`config.mk`:
```
export PLATFORM = sky130hd
export DESIGN_NAME = l2_norm_sqrt_flat
export DESIGN_NICKNAME = d
export VERILOG_FILES = /design/src/rtl/l2_norm_sqrt_pkg.sv /design/src/rtl/l2_norm_sqrt_if.sv /design/src/rtl/l2_norm_sqrt_step.sv /design/src/rtl/l2_norm_sqrt.sv /design/src/flat_wrapper.sv
export SDC_FILE = /design/constraint.sdc
export NUM_CORES = 1
export LEC_CHECK = 0
export BUFFER_PORTS_ARGS = -buffer_cell sky130_fd_sc_hd__buf_2
export CAP_MARGIN = 25
export CORE_MARGIN = 8
export CORE_UTILIZATION = 60
export DETAILED_ROUTE_END_ITERATION = 12
export PLACE_DENSITY = 0.82
export SETUP_SLACK_MARGIN = 0.5
export SLEW_MARGIN = 25
export SYNTH_ARGS = -nofsm -noshare
export SYNTH_HDL_FRONTEND = slang
export SYNTH_SLANG_ARGS = --single-unit
```
`constraint.sdc`:
```
create_clock -name clk -period 3.4 [get_ports clk]
set_input_delay 0.34 -clock clk [delete_from_list [all_inputs] [get_ports clk]]
set_output_delay 0.34 -clock clk [all_outputs]
set_load 0.05 [all_outputs]
```
`src/rtl/l2_norm_sqrt_pkg.sv`:
```
// l2_norm_sqrt_pkg: widths shared with the byte accumulator and the square-root FSM states.
package l2_pkg;
  localparam int L2_IN_W = 20;
  localparam int L2_OUT_W = L2_IN_W / 2;
  typedef enum logic [1:0] {IDLE, CALC, DONE} sqrt_state_t;
endpackage

```
`src/rtl/l2_norm_sqrt_if.sv`:
```
// l2_norm_sqrt_if: radicand/result handshake between the accumulator and the sqrt unit.
// The rem signal exists only when L2_SQRT_REMAINDER_EN is defined.
interface l2_norm_sqrt_if import l2_pkg::*; #(parameter int IN_W = L2_IN_W);
  localparam int OUT_W = IN_W / 2;
  logic [IN_W-1:0] s;
  logic valid_in;
  logic ready;
  logic [OUT_W-1:0] root;
  logic valid_out;
`ifdef L2_SQRT_REMAINDER_EN
  logic [OUT_W:0] rem;
  modport master (output s, valid_in, input ready, root, valid_out, rem);
  modport slave (input s, valid_in, output ready, root, valid_out, rem);
`else
  modport master (output s, valid_in, input ready, root, valid_out);
  modport slave (input s, valid_in, output ready, root, valid_out);
`endif
endinterface

```
`src/rtl/l2_norm_sqrt_step.sv`:
```
// l2_sqrt_step: one restoring digit-by-digit square-root iteration (one root bit).
module l2_sqrt_step #(parameter int OUT_W = 10) (
  input  logic [OUT_W+1:0] r,
  input  logic [OUT_W-1:0] q,
  input  logic [1:0]       bits,
  output logic [OUT_W+1:0] r_next,
  output logic [OUT_W-1:0] q_next
);
  logic [OUT_W+1:0] r_sh, trial;
  logic ge;
  always_comb begin
    r_sh = (OUT_W+2)'({r, bits});
    trial = {q, 2'b01};
    ge = r_sh >= trial;
    r_next = ge ? r_sh - trial : r_sh;
    q_next = OUT_W'({q, ge});
  end
endmodule

```
`src/rtl/l2_norm_sqrt.sv`:
```
// l2_norm_sqrt: iterative floor(sqrt(s)), one result bit per cycle; L2_SQRT_REMAINDER_EN adds rem.
module l2_norm_sqrt import l2_pkg::*; #(
  parameter int IN_W = L2_IN_W,
  parameter int OUT_W = IN_W / 2
) (
  input logic clk,
  input logic reset,
  l2_norm_sqrt_if.slave io
);
  localparam int CW = OUT_W > 1 ? $clog2(OUT_W) : 1;
  sqrt_state_t state_q, state_d;
  logic [IN_W-1:0] op_q, op_d;
  logic [OUT_W+1:0] r_q, r_d, r_nx;
  logic [OUT_W-1:0] q_q, q_d, q_nx, root_q, root_d;
  logic [CW-1:0] cnt_q, cnt_d;
  logic ready, valid_out, accept, calc, last;
  assign accept = io.valid_in && ready;
  assign calc = state_q == CALC;
  assign last = calc && cnt_q == CW'(OUT_W - 1);
  l2_sqrt_step #(.OUT_W(OUT_W)) u_step (
    .r(r_q), .q(q_q), .bits(op_q[IN_W-1 -: 2]), .r_next(r_nx), .q_next(q_nx)
  );
  always_ff @(posedge clk) begin
    if (reset) state_q <= IDLE;
    else state_q <= state_d;
  end
  // IDLE and DONE share the same transitions: accept starts a fresh load
  always_comb begin
    state_d = calc ? (last ? DONE : CALC) : (accept ? CALC : IDLE);
  end
  always_comb begin
    ready = state_q != CALC;
    valid_out = state_q == DONE;
  end
  always_comb begin
    op_d = accept ? io.s : (calc ? op_q << 2 : op_q);
    r_d = accept ? '0 : (calc ? r_nx : r_q);
    q_d = accept ? '0 : (calc ? q_nx : q_q);
    cnt_d = accept ? '0 : (calc ? cnt_q + 1'b1 : cnt_q);
    root_d = last ? q_nx : root_q;
  end
  always_ff @(posedge clk) begin
    if (reset) begin
      op_q <= '0;
      r_q <= '0;
      q_q <= '0;
      cnt_q <= '0;
      root_q <= '0;
    end else begin
      op_q <= op_d;
      r_q <= r_d;
      q_q <= q_d;
      cnt_q <= cnt_d;
      root_q <= root_d;
    end
  end
  assign io.ready = ready;
  assign io.valid_out = valid_out;
  assign io.root = root_q;
`ifdef L2_SQRT_REMAINDER_EN
  logic [OUT_W:0] rem_q, rem_d;
  always_comb begin
    rem_d = last ? r_nx[OUT_W:0] : rem_q;
  end
  always_ff @(posedge clk) begin
    if (reset) rem_q <= '0;
    else rem_q <= rem_d;
  end
  assign io.rem = rem_q;
`endif
endmodule

```
`src/flat_wrapper.sv`:
```
// flat-port wrapper written by rule: the top's interface ports become plain ports
module l2_norm_sqrt_flat import l2_pkg::*;
#(
  parameter int IN_W = L2_IN_W,
  parameter int OUT_W = IN_W / 2
)
  (clk, reset, io_s, io_valid_in, io_ready, io_root, io_valid_out);
  l2_norm_sqrt_if #(.IN_W(IN_W)) io_i ();
  input logic clk;
  input logic reset;
  input wire logic [$bits(io_i.s)-1:0] io_s;
  input wire logic [$bits(io_i.valid_in)-1:0] io_valid_in;
  output wire logic [$bits(io_i.ready)-1:0] io_ready;
  output wire logic [$bits(io_i.root)-1:0] io_root;
  output wire logic [$bits(io_i.valid_out)-1:0] io_valid_out;
  assign io_i.s = io_s;
  assign io_i.valid_in = io_valid_in;
  assign io_ready = io_i.ready;
  assign io_root = io_i.root;
  assign io_valid_out = io_i.valid_out;
  l2_norm_sqrt #(.IN_W(IN_W), .OUT_W(OUT_W)) u_core (.clk(clk), .reset(reset), .io(io_i));
endmodule
```
After elaboration in Yosys (flattened, before gate mapping):

Index checks and enable logic that the tools add are counted.

* register bits: 56
* input port bits: 23
* logic and storage cells: 23

* add/sub/neg operators: 2
* $lt $le $gt $ge: 1
* eq/ne operators: 4
* mux-type cells: 6
* reductions and logical operators: 4

Operators by type and width (count)
* 2-to-1 mux 20 bit: 2
* greater-or-equal comparator 12 bit: 1
* 2-to-1 mux 10 bit: 1
* subtractor 10 bit: 1
* adder 4 x 1 -> 4 bit (second input constant): 1
* equality test 4 bit (second input constant): 1
* 2-to-1 mux 2 bit: 2
* equality test 2 x 1 -> 1 bit (second input constant): 1
* equality test 2 bit (second input constant): 1
* logical AND 1 bit: 2
* inequality test 2 x 1 -> 1 bit (second input constant): 1
* nonzero test 2 bit: 1
* OR reduction 2 bit: 1
* 2-to-1 mux 1 bit: 1

Depth between registers and ports, before layout:

Gate-level depths: netlist of the first run.

* depth after elaboration: 4
* gate-level depth with buffers: 9
* gate-level depth less buffers: 8

By module:

Synthesis of the first run repeated with hierarchy kept, for this count alone.

* cell total of the unflattened synthesis: 355
* area total of the unflattened synthesis: 3074.2 um^2

Modules (own cells, without submodules)
* l2_norm_sqrt: instances 1, cells each 234, area an instance 2187.1 um^2, sequential area each 1161.1 um^2
* l2_sqrt_step: instances 1, cells each 121, area an instance 887.1 um^2, sequential area each 0.0 um^2

Least setup slack after synthesis of the first run:

OpenSTA, ideal clock, no wires.

* path kind: flip-flop to flip-flop
* from: reg u_core.q_q[4]
* to: reg u_core.r_q[4]
* library setup time: 0.066 ns
* arrival time: 1.793 ns
* data required time: 3.334 ns
* setup slack: 1.540 ns
* stages on the path, launching flop included: 9
* period minus slack after synthesis: 1.860 ns
* cells stage by stage: dfxtp_1 -> inv_1 -> ha_1 -> and3_1 -> a41oi_2 -> and2_4 -> buf_6 -> o31a_1 -> a21oi_2

* longest elaborated chain between the ends: 2

RTL lines
* from (decl): line l2_norm_sqrt.sv:14 `logic [OUT_W-1:0] q_q, q_d, q_nx, root_q, root_d;`
* from (signal assigned): line l2_norm_sqrt.sv:52 `q_q <= q_d;`
* greater-or-equal comparator 12 bit: line l2_norm_sqrt_step.sv:14 `ge = r_sh >= trial;`
* 2-to-1 mux 10 bit: line l2_norm_sqrt_step.sv:15 `r_next = ge ? r_sh - trial : r_sh;`
* to (signal assigned): line l2_norm_sqrt.sv:51 `r_q <= r_d;`
* to (decl): line l2_norm_sqrt.sv:13 `logic [OUT_W+1:0] r_q, r_d, r_nx;`

No other way between the ends.
A chain may end at the register's enable or synchronous reset.

Final worst setup path of the first run:

* from: reg u_core.q_q[0]
* to: reg u_core.r_q[7]

* longest elaborated chain between the ends: 2
* elaborated cells on any way between the ends: 3
* those cells by class: add/sub: 1; order compare: 1; mux: 1

RTL lines (line)
* subtractor 10 bit or greater-or-equal comparator 12 bit (tied branches): l2_norm_sqrt_step.sv:15, l2_norm_sqrt_step.sv:14
* 2-to-1 mux 10 bit *: l2_norm_sqrt_step.sv:15

Every way passes the cells marked *; elsewhere a longest branch is shown, timed or not.

==> results.md, run 1 <==
- Outcome: finished, final reports clean
- RSZ-0062 raised after global routing: no
- TritonCTS clock tree: done
- Area fraction in compound gates after synthesis: 18.05%
- Clock Sink Count: 56
- Starting utilization of the core area: 62.98%
- Sequential fraction of the synthesis area: 40.32%
- Area growth from synthesis to layout: 9.631%
- Final-report setup violation count: 0
- Maximum Capacitance Violations: 0
- Type of the worst setup path: flip-flop to flip-flop
- Worst hold path class: input pin to flip-flop
- N_diodes: 0
- Period Utilization, post-route: 69.76%
- Post-detail-place hpwl: 4209 um
- Yosys warns: 0
- Total power draw: 1.538 mW
- Final Skew: 0.007897 ns
- TritonRoute pass-1 iters: 4
- Top cells by instance count after synthesis: sky130_fd_sc_hd__dfxtp_1, sky130_fd_sc_hd__nor2_1, sky130_fd_sc_hd__mux2i_1, sky130_fd_sc_hd__a21oi_1, sky130_fd_sc_hd__nand2_1
- Setup WS post-layout: 1.028 ns
- Number of hold buffers added after cts: 0
- Placed Instance Area: 0.002940 mm^2
- Total wire length after detailed routing: 6147 um
- Detailed-route wire length per cell: 15.33 um
- Vias in the first global route: 2,235
- Total core area: 0.004414 mm^2
- DRC violation total after the first TritonRoute iteration: 193
- Sequential Area: 0.001121 mm^2
- Chip width: 84.07 um
- Final-stage net count: 385
- Multi-input logic area: 0.001501 mm^2
- Share of cells above drive strength 1: 14.04%
- Leading cell types by total area after synthesis: sky130_fd_sc_hd__dfxtp_1, sky130_fd_sc_hd__mux2i_1, sky130_fd_sc_hd__ha_1
- Endpoint required time on the critical path: 3.60 ns
- Final critical delay including setup and external delays: 2.372 ns
- Max Clk Rate: 421.6 MHz
- Clock transition time at the flip-flop clock pins of the worst setup and hold paths: 0.10 ns
- Post-synth net total: 362
- Share of synthesized cell area in full adder, half adder and majority cells: 6.301%
- Count of endpoints failing hold in the final timing report: 0
- Number of flops mapped to enable cells by yosys: 0
- Final instance area: 0.003048 mm^2
- Gp weighted congestion: 0.9603
- Number of pins with negative max-slew slack in the final report: 0
- Number of ports placed on the die boundary: 35
- Floorplan die height: 84.07 um
- Overflow left after global routing: 0
- Worst hold slack after final layout: 0.3210 ns
- Post-synthesis cell type with the largest combined area: sky130_fd_sc_hd__dfxtp_1
- First-pass GRT wire length: 10,270 um
- Number of H-tree levels: 2
- Average vias per placed instance: 5.820
- Synthesized instance count: 325
- DRC violations left: 0
- Fraction of synthesized area in multiplexers: 11.16%
- Most used flip-flop cell after synthesis: sky130_fd_sc_hd__dfxtp_1
- Cell Rows: 24
- Worst Min Path Start: io_s[0]
- Filler cell count: 342
- Worst setup timing slack at the placement stage: 1.159 ns
- Largest net degree at the start of global routing: 59
- Area of the mapped netlist: 0.002780 mm^2
- Number of buffers added by the clock tree synthesis step: 5
- Power per standard cell area: 504.6 mW/mm^2
- Buffer cell driving the clock tree root: sky130_fd_sc_hd__clkbuf_8
- Main combinational cell family by area after synthesis: compound AO/OA/AOI/OAI gates
- Clock latency on the worst-skew pair: 0.32 ns
- Number of antenna violations at the first check in global routing: 0
- Number of distinct standard cells referenced by the synthesized netlist: 38
- Vias: 2,334
- Total routing resource utilization after global routing: 17.13%
- Highest fanout seen on the critical path: 4
- Timing startpoint of the critical path: u_core.q_q[0]$_SDFFE_PP0P_
- Post-synthesis sequential element count: 56
- CP endpoint kind: flip-flop
- Worst reg2reg path startpoint: u_core.q_q[0]$_SDFFE_PP0P_
- Proportion of synthesized flip-flops having asynchronous set or reset: 0%
- Post-CTS setup repair buffer count: 0
- Max-slew headroom: 37.78%
- Sum of negative setup slack: 0 ns
- Synthesized area divided by synthesized cell count: 8.554 um^2
- Max Buffers Root-to-Sink: 2
- Transition at the pin with the smallest max-transition slack: 0.9333 ns
- Cells resized by post-CTS repair: 0
- Startpoint type of the worst setup path: flip-flop
- Count of input and output buffers: 34
- Number of nets still failing antenna checks after routing: 0
- Peak VDD IR: 0.3418 mV
- Simple-gate portion of the synthesized area: 16.52%
- Xor/xnor cell area share of the yosys netlist: 1.890%
- Die Footprint: 0.007068 mm^2
- Endpoint arrival time on the critical path: 2.57 ns
- Library cell with the highest instance count after synthesis: sky130_fd_sc_hd__dfxtp_1
- Static Leakage: 1.268 nW
- Area share of the leading cell type in the synthesized netlist: 40.32%
sequential cells by signal (all words and copies together), names as in the netlist:
register	cells
u_core.io.root	10
u_core.op_q	20
u_core.state_q	2
u_core.r_q	10
u_core.cnt_q	4
u_core.q_q	10
cells by family after synthesis:
family,Yosys count
multiplexers,31
adder cells (fa/ha/maj),14
buffers and inverters,37
flip-flops,56
AND/OR/NAND/NOR,103
XOR/XNOR,6
AO/OA/AOI/OAI,78
cells in the final DEF, fill, tap and decap left out, drive strengths merged, types with 8 or more instances in the layout:
cell    synthesis  routed
mux2i          31      31
ha             14      14
o21ai          15      15
a211oi         23      23
inv            16      16
nor2           43      43
nor3            9       9
dfxtp          56      56
nand3           8       8
a21oi          27      27
nand2          26      26
buf            14      37
final timing paths:
check	endpoint	slack (ns)	cells past startpoint
setup / recovery	u_core.r_q[7]$_SDFFE_PP0P_	1.03	8
hold / removal	u_core.op_q[0]$_SDFFE_PP0P_	0.32	3
setup reg to reg	u_core.r_q[7]$_SDFFE_PP0P_	1.03	8
hold reg to reg	u_core.q_q[9]$_SDFFE_PP0P_	0.48	2
stage by stage:
stage | util [%] | cells
3_5_place_dp | 66.61 | 393
3_3_place_gp | 66.61 | 393
6_report | 69.05 | 401
4_1_cts | 69.05 | 401
5_1_grt | 69.05 | 401
2_1_floorplan | - | 325
routing by layer:
layer	GRT usage, %	part of all wire [%]	vias to the layer above
met2	26.74	45	57
met1	22.62	48	1075
met3	2.734	4.6	11
met5	0	0	-
met4	7.064	1.8	0
li1	-	-	1191
cell type report:
type	instances	share of cell area (%)
multi-input cells	232	49.26
repair buffers	37	6.322
flip-flops and latches	56	36.78
inverters	16	1.970
clock inverters	2	1.149
clock buffers	6	2.381
well taps	52	2.135
power by group:
part	leakage [nW]	switching [mW]	internal (mW)	total, mW
Sequential	0.458	0.0263	0.692	0.718
Combinational	0.755	0.227	0.152	0.379
Clock	0.0552	0.222	0.219	0.441
Total	1.27	0.476	1.06	1.54
worst max-delay path: stages (launching register included):
cell,delay [ns]
sky130_fd_sc_hd__dfxtp_1,0.41
sky130_fd_sc_hd__inv_1,0.08
sky130_fd_sc_hd__ha_1,0.35
sky130_fd_sc_hd__o21ai_0,0.16
sky130_fd_sc_hd__a2111oi_0,0.74
sky130_fd_sc_hd__o21a_1,0.21
sky130_fd_sc_hd__o21ai_0,0.08
sky130_fd_sc_hd__o311ai_0,0.11
sky130_fd_sc_hd__a21oi_1,0.10
Note: power is estimated with default switching activity, not from simulation.
==> run 2: changes to the inputs <==
--- a/config.mk
+++ b/config.mk
@@ -8,9 +8,9 @@
 export BUFFER_PORTS_ARGS = -buffer_cell sky130_fd_sc_hd__buf_2
 export CAP_MARGIN = 25
 export CORE_MARGIN = 8
-export CORE_UTILIZATION = 60
+export CORE_UTILIZATION = 52
 export DETAILED_ROUTE_END_ITERATION = 12
-export PLACE_DENSITY = 0.82
+export PLACE_DENSITY = 0.76
 export SETUP_SLACK_MARGIN = 0.5
 export SLEW_MARGIN = 25
 export SYNTH_ARGS = -nofsm -noshare
==> constraint.sdc (replaced) <==
create_clock -name clk -period 2.1 [get_ports clk]
set_input_delay 0.21 -clock clk [delete_from_list [all_inputs] [get_ports clk]]
set_output_delay 0.21 -clock clk [all_outputs]
set_load 0.05 [all_outputs]
==> run 2 against run 1 <==
Effect of this change: sequential share of layout area down 6.8 points; sequential power is 63% higher; total power grew 100%; global-route usage up 2.0 points; final area is 26% higher; worst setup slack got worse by 0.78 ns; die area up 12%; worst hold slack lost 0.13 ns; flip-flop and latch count did not move; register-to-register slack worse by 0.78 ns; clock skew shrank 0.0025 ns.
==> results.md, run 2 (synthesis results as in run 1) <==
- Max Buffers Root-to-Sink: 2
- Number of buffers added by the clock tree synthesis step: 5
- Sum of negative setup slack: 0 ns
- Clock latency on the worst-skew pair: 0.31 ns
- Endpoint required time on the critical path: 2.33 ns
- Starting utilization of the core area: 54.09%
- Period Utilization, post-route: 88.13%
- Static Leakage: 1.559 nW
- Power per standard cell area: 803.7 mW/mm^2
- Setup WS post-layout: 0.2493 ns
- Worst hold path class: input pin to flip-flop
- Count of endpoints failing hold in the final timing report: 0
- Overflow left after global routing: 0
- Chip width: 89.12 um
- Final Skew: 0.005413 ns
- Cell with the biggest individual delay on the critical path: sky130_fd_sc_hd__dfxtp_2
- Die Footprint: 0.007942 mm^2
- Outcome: finished, final reports clean
- Endpoint arrival time on the critical path: 2.08 ns
- Share of cells above drive strength 1: 43.15%
- Number of antenna violations at the first check in global routing: 0
- Total wire length after detailed routing: 7867 um
- TritonCTS clock tree: done
- Floorplan die height: 89.12 um
- Number of ports placed on the die boundary: 35
- Final-stage net count: 423
- Area growth from synthesis to layout: 38.48%
- Startpoint type of the worst setup path: flip-flop
- RSZ-0062 raised after global routing: yes
- Largest net degree at the start of global routing: 35
- Vias in the first global route: 2,580
- Final-report setup violation count: 0
- Worst setup timing slack at the placement stage: 0.2199 ns
- First-pass GRT wire length: 12,090 um
- Register containing the most flip-flops in the final layout: u_core.op_q
- Total core area: 0.005140 mm^2
- Number of H-tree levels: 2
- Ordered list of cells on the worst path: inv_2 > ha_4 > nor2_1 > a21oi_2 > a31oi_1 > xnor2_1 > mux2i_1 > a211oi_1
- Vias: 2,625
- Buffer cell driving the clock tree root: sky130_fd_sc_hd__clkbuf_8
- Number of nets still failing antenna checks after routing: 0
- Hold Path Stages: 3
- Post-detail-place hpwl: 4573 um
- TritonRoute pass-1 iters: 4
- Number of flip-flops under the largest register name: 20
- Most common cell after layout, fill and taps aside: sky130_fd_sc_hd__nor2_1
- Number of pins with negative max-slew slack in the final report: 0
- Maximum Capacitance Violations: 0
- N_diodes: 0
- Max-slew headroom: 74.03%
- Count of input and output buffers: 34
- Logic depth of the worst register-to-register path: 8
- Clock transition time at the flip-flop clock pins of the worst setup and hold paths: 0.10 ns
- Final critical delay including setup and external delays: 1.851 ns
- DRC violation total after the first TritonRoute iteration: 183
- Gp weighted congestion: 0.8771
- Transition at the pin with the smallest max-transition slack: 0.3895 ns
- CP endpoint kind: flip-flop
- Cell Rows: 26
- Max Clk Rate: 540.3 MHz
- Peak VDD IR: 0.6598 mV
- Detailed-route wire length per cell: 17.21 um
- Type of the worst setup path: flip-flop to flip-flop
- Crit path largest cell delay: 0.36 ns
- DRC violations left: 0
- Clock Sink Count: 56
- Highest fanout seen on the critical path: 4
- Total routing resource utilization after global routing: 19.08%
- Average vias per placed instance: 5.744
- Commonest cells after routing, fill and taps aside: sky130_fd_sc_hd__nor2_1, sky130_fd_sc_hd__dfxtp_1, sky130_fd_sc_hd__buf_2
run 2: cell types whose count changed in the layout (fill, tap and decap cells not counted), moves of 12 or more:
cell                      before  now
sky130_fd_sc_hd__ha_4          0   12
sky130_fd_sc_hd__buf_4         3   30
sky130_fd_sc_hd__dfxtp_1      56   37
sky130_fd_sc_hd__inv_1        16    4
sky130_fd_sc_hd__dfxtp_2       0   16
sky130_fd_sc_hd__ha_1         14    2
run 2: final cells by class:
type	instances	area (um^2)
Fill cell	359	1290
Multi-Input combinational cell	233	1894
Tap cell	70	87.58
Timing Repair Buffer	74	526.8
Inverter	16	62.56
Clock inverter	1	30.03
Sequential cell	56	1152
Clock buffer	7	96.34
run 2: per-layer routing:
metal | GRT usage [%] | share of wire, %
met5 | 0 | 0
met4 | 7.251 | 2.3
met3 | 3.860 | 5.6
met2 | 31.65 | 50
met1 | 23.66 | 42
run 2: what timing repair did:
item,in CTS,in global routing
buffers inserted,27,4
endpoints found under the setup margin,28,22
hold endpoints to repair,0,0
cloned,2,0
pin swaps,25,18
gates resized for setup,54,29
hold buffers,0,0
run 2: where the power goes:
group	switching (mW)	internal (mW)	total [mW]
sequential	0.0514	1.12	1.17
clock	0.347	0.421	0.768
combinational	0.587	0.566	1.15
total	0.985	2.11	3.09
run 2: worst paths after layout:
path / startpoint / end / slack (ns)
max: u_core.q_q[0]$_SDFFE_PP0P_ / u_core.r_q[8]$_SDFFE_PP0P_ / 0.25
max reg2reg: u_core.q_q[0]$_SDFFE_PP0P_ / u_core.r_q[8]$_SDFFE_PP0P_ / 0.25
min: io_s[1] / u_core.op_q[1]$_SDFFE_PP0P_ / 0.19
min reg2reg: u_core.q_q[9]$_SDFFE_PP0P_ / u_core.q_q[9]$_SDFFE_PP0P_ / 0.46
run 2: per-stage QoR:
step | total power, mW | utilization [%] | area (um^2) | std cells | hold slack [ns]
finish | 3.094 | 74.90 | 3850 | 457 | 0.1950
global route | 3.229 | 74.90 | 3850 | 457 | 0.2062
CTS | 2.903 | 72.08 | 3705 | 453 | 0.1993
detailed placement | 1.875 | 61.30 | 3151 | 416 | 0.4503
global placement | 1.858 | 61.30 | 3151 | 416 | 0.4447
floorplan | 1.739 | - | 2932 | 325 | 0.4053
run 2: worst max-delay path: cells and delay by family (launching register included):
family                   cells  cell delay (ns)
AO/OA/AOI/OAI                3             0.63
XOR/XNOR                     1             0.18
adder cells (fa/ha/maj)      1             0.18
buffers and inverters        1             0.05
flip-flops                   1             0.36
multiplexers                 1             0.10
AND/OR/NAND/NOR              1             0.27
==> run 3: changes to the inputs <==
==> constraint.sdc (replaced) <==
create_clock -name clk -period 2.1 [get_ports clk]
set_input_delay 0.105 -clock clk [delete_from_list [all_inputs] [get_ports clk]]
set_output_delay 0.105 -clock clk [all_outputs]
set_load 0.05 [all_outputs]
==> run 3 against run 2 <==
Effect of this change: combinational power increased by 6%; global-route usage decreased by 0.78 points; critical path type unchanged; sequential share of layout area increased by 0.50 points; first-iteration DRC count fell by 12%; cell count increased by 0.88%; clock-buffer cell count is the same; clock skew grew 0.0042 ns; final area is 1.7% lower; sequential power hardly changed; flip-flop and latch count is the same; critical path depth increased by 1; core utilization decreased by 1.2 points.
==> results.md, run 3 (synthesis results as in run 1) <==
- Post-detail-place hpwl: 4552 um
- Transition at the pin with the smallest max-transition slack: 0.4065 ns
- Sum of negative setup slack: 0 ns
- Count of endpoints failing hold in the final timing report: 0
- Static Leakage: 1.537 nW
- Total wire length after detailed routing: 7945 um
- Final-stage net count: 427
- Final-report setup violation count: 0
- Type of the worst setup path: flip-flop to flip-flop
- Share of cells above drive strength 1: 42.46%
- Total core area: 0.005140 mm^2
- Average vias per placed instance: 5.761
- Commonest cells after routing, fill and taps aside: sky130_fd_sc_hd__nor2_1, sky130_fd_sc_hd__buf_4, sky130_fd_sc_hd__dfxtp_1
- Period Utilization, post-route: 88.29%
- Outcome: finished, final reports clean
- TritonRoute pass-1 iters: 5
- Die Footprint: 0.007942 mm^2
- Number of hold buffers added after cts: 0
- Largest net degree at the start of global routing: 38
- Register containing the most flip-flops in the final layout: u_core.op_q
- Number of flip-flops under the largest register name: 20
- Buffer cell driving the clock tree root: sky130_fd_sc_hd__clkbuf_8
- RSZ-0062 raised after global routing: yes
- Final critical delay including setup and external delays: 1.854 ns
- Worst hold path class: input pin to flip-flop
- Max Clk Rate: 539.4 MHz
- Cell Rows: 26
- Endpoint arrival time on the critical path: 2.04 ns
- Floorplan die height: 89.12 um
- Clock Sink Count: 56
- Vias: 2,656
- Number of H-tree levels: 2
- Clock latency on the worst-skew pair: 0.31 ns
- Total power draw: 3.011 mW
- Max-slew headroom: 72.90%
- Number of nets still failing antenna checks after routing: 0
- Clock transition time at the flip-flop clock pins of the worst setup and hold paths: 0.10 ns
- Number of ports placed on the die boundary: 35
- Count of input and output buffers: 34
- DRC violations left: 0
- Number of pins with negative max-slew slack in the final report: 0
- Area growth from synthesis to layout: 36.18%
- First-pass GRT wire length: 11,470 um
- CP endpoint kind: flip-flop
- Total routing resource utilization after global routing: 18.30%
- Filler cell count: 385
- Peak VDD IR: 0.5094 mV
- Maximum Capacitance Violations: 0
- Vias in the first global route: 2,463
- Detailed-route wire length per cell: 17.23 um
- TritonCTS clock tree: done
- Number of buffers added by the clock tree synthesis step: 5
- Chip width: 89.12 um
- Power per standard cell area: 795.3 mW/mm^2
- Startpoint type of the worst setup path: flip-flop
- Overflow left after global routing: 0
- Number of antenna violations at the first check in global routing: 0
- Final Skew: 0.009602 ns
- Max Buffers Root-to-Sink: 2
- Highest fanout seen on the critical path: 7
- Worst hold slack after final layout: 0.09835 ns
- Endpoint required time on the critical path: 2.29 ns
- Starting utilization of the core area: 54.09%
- DRC violation total after the first TritonRoute iteration: 161
- N_diodes: 0
- Gp weighted congestion: 0.9011
- Setup slack, reg-to-reg: 0.25 ns
==> run 3: layer usage <==
layer  vias up  part of all wire, %  track usage (%)
met4         0                  2.9            6.344
li1       1273                    -                -
met3        28                  5.6            3.860
met5         -                    0                0
met2       109                   50            30.64
met1      1246                   42            22.59
==> run 3: layout make-up <==
| cell class | count | area (um^2) | share of cell area, % |
|---|---|---|---|
| multi-input combinational | 232 | 1863 | 49.21 |
| sequential | 56 | 1152 | 30.44 |
| timing repair buffer | 79 | 529.3 | 13.98 |
| tap | 70 | 87.58 | 2.313 |
| clock buffer | 7 | 86.33 | 2.280 |
| inverter | 16 | 60.06 | 1.586 |
| clock inverter | 1 | 7.507 | 0.1983 |
==> run 3: where the power goes <==
| group | internal [mW] | leakage (nW) | switching [mW] | total (mW) |
|---|---|---|---|---|
| registers | 1.12 | 0.467 | 0.0513 | 1.17 |
| logic | 0.608 | 1.02 | 0.608 | 1.22 |
| clock network | 0.269 | 0.0445 | 0.353 | 0.622 |
| total | 2.00 | 1.54 | 1.01 | 3.01 |
==> run 3: repair_timing <==
action | 4_1_cts | 5_1_grt
buffers inserted | 23 | 12
gates resized for setup | 23 | 43
endpoints found under the setup margin | 13 | 35
pin swaps | 9 | 18
==> run 3: final timing paths <==
path / to / from / depth (start not counted)
worst min register to register: u_core.q_q[9]$_SDFFE_PP0P_ / u_core.q_q[9]$_SDFFE_PP0P_ / 2
worst max register to register: u_core.r_q[7]$_SDFFE_PP0P_ / u_core.r_q[1]$_SDFFE_PP0P_ / 9
worst min-delay path: u_core.op_q[1]$_SDFFE_PP0P_ / io_s[1] / 3
worst max-delay path: u_core.r_q[7]$_SDFFE_PP0P_ / u_core.r_q[1]$_SDFFE_PP0P_ / 9
==> run 3: per-stage QoR <==
| step | utilization (%) | cells | setup slack [ns] | instance area, um^2 |
|---|---|---|---|---|
| after floorplan | - | 325 | 0.3593 | 2932 |
| after global placement | 61.59 | 418 | 0.2890 | 3166 |
| after detailed placement | 61.59 | 418 | 0.2562 | 3166 |
| after CTS | 68.18 | 449 | 0.3464 | 3505 |
| after global routing | 73.66 | 461 | 0.2079 | 3786 |
| final | 73.66 | 461 | 0.2459 | 3786 |
==> run 3: worst max-delay path: stages (launching register included) <==
cell and delay (ns):
sky130_fd_sc_hd__dfxtp_2 0.37, sky130_fd_sc_hd__ha_4 0.28, sky130_fd_sc_hd__a21oi_2 0.19, sky130_fd_sc_hd__o21ai_2 0.09
sky130_fd_sc_hd__a41oi_2 0.21, sky130_fd_sc_hd__buf_4 0.21, sky130_fd_sc_hd__nand2_8 0.07, sky130_fd_sc_hd__buf_4 0.14
sky130_fd_sc_hd__o311ai_4 0.06, sky130_fd_sc_hd__a21oi_1 0.11
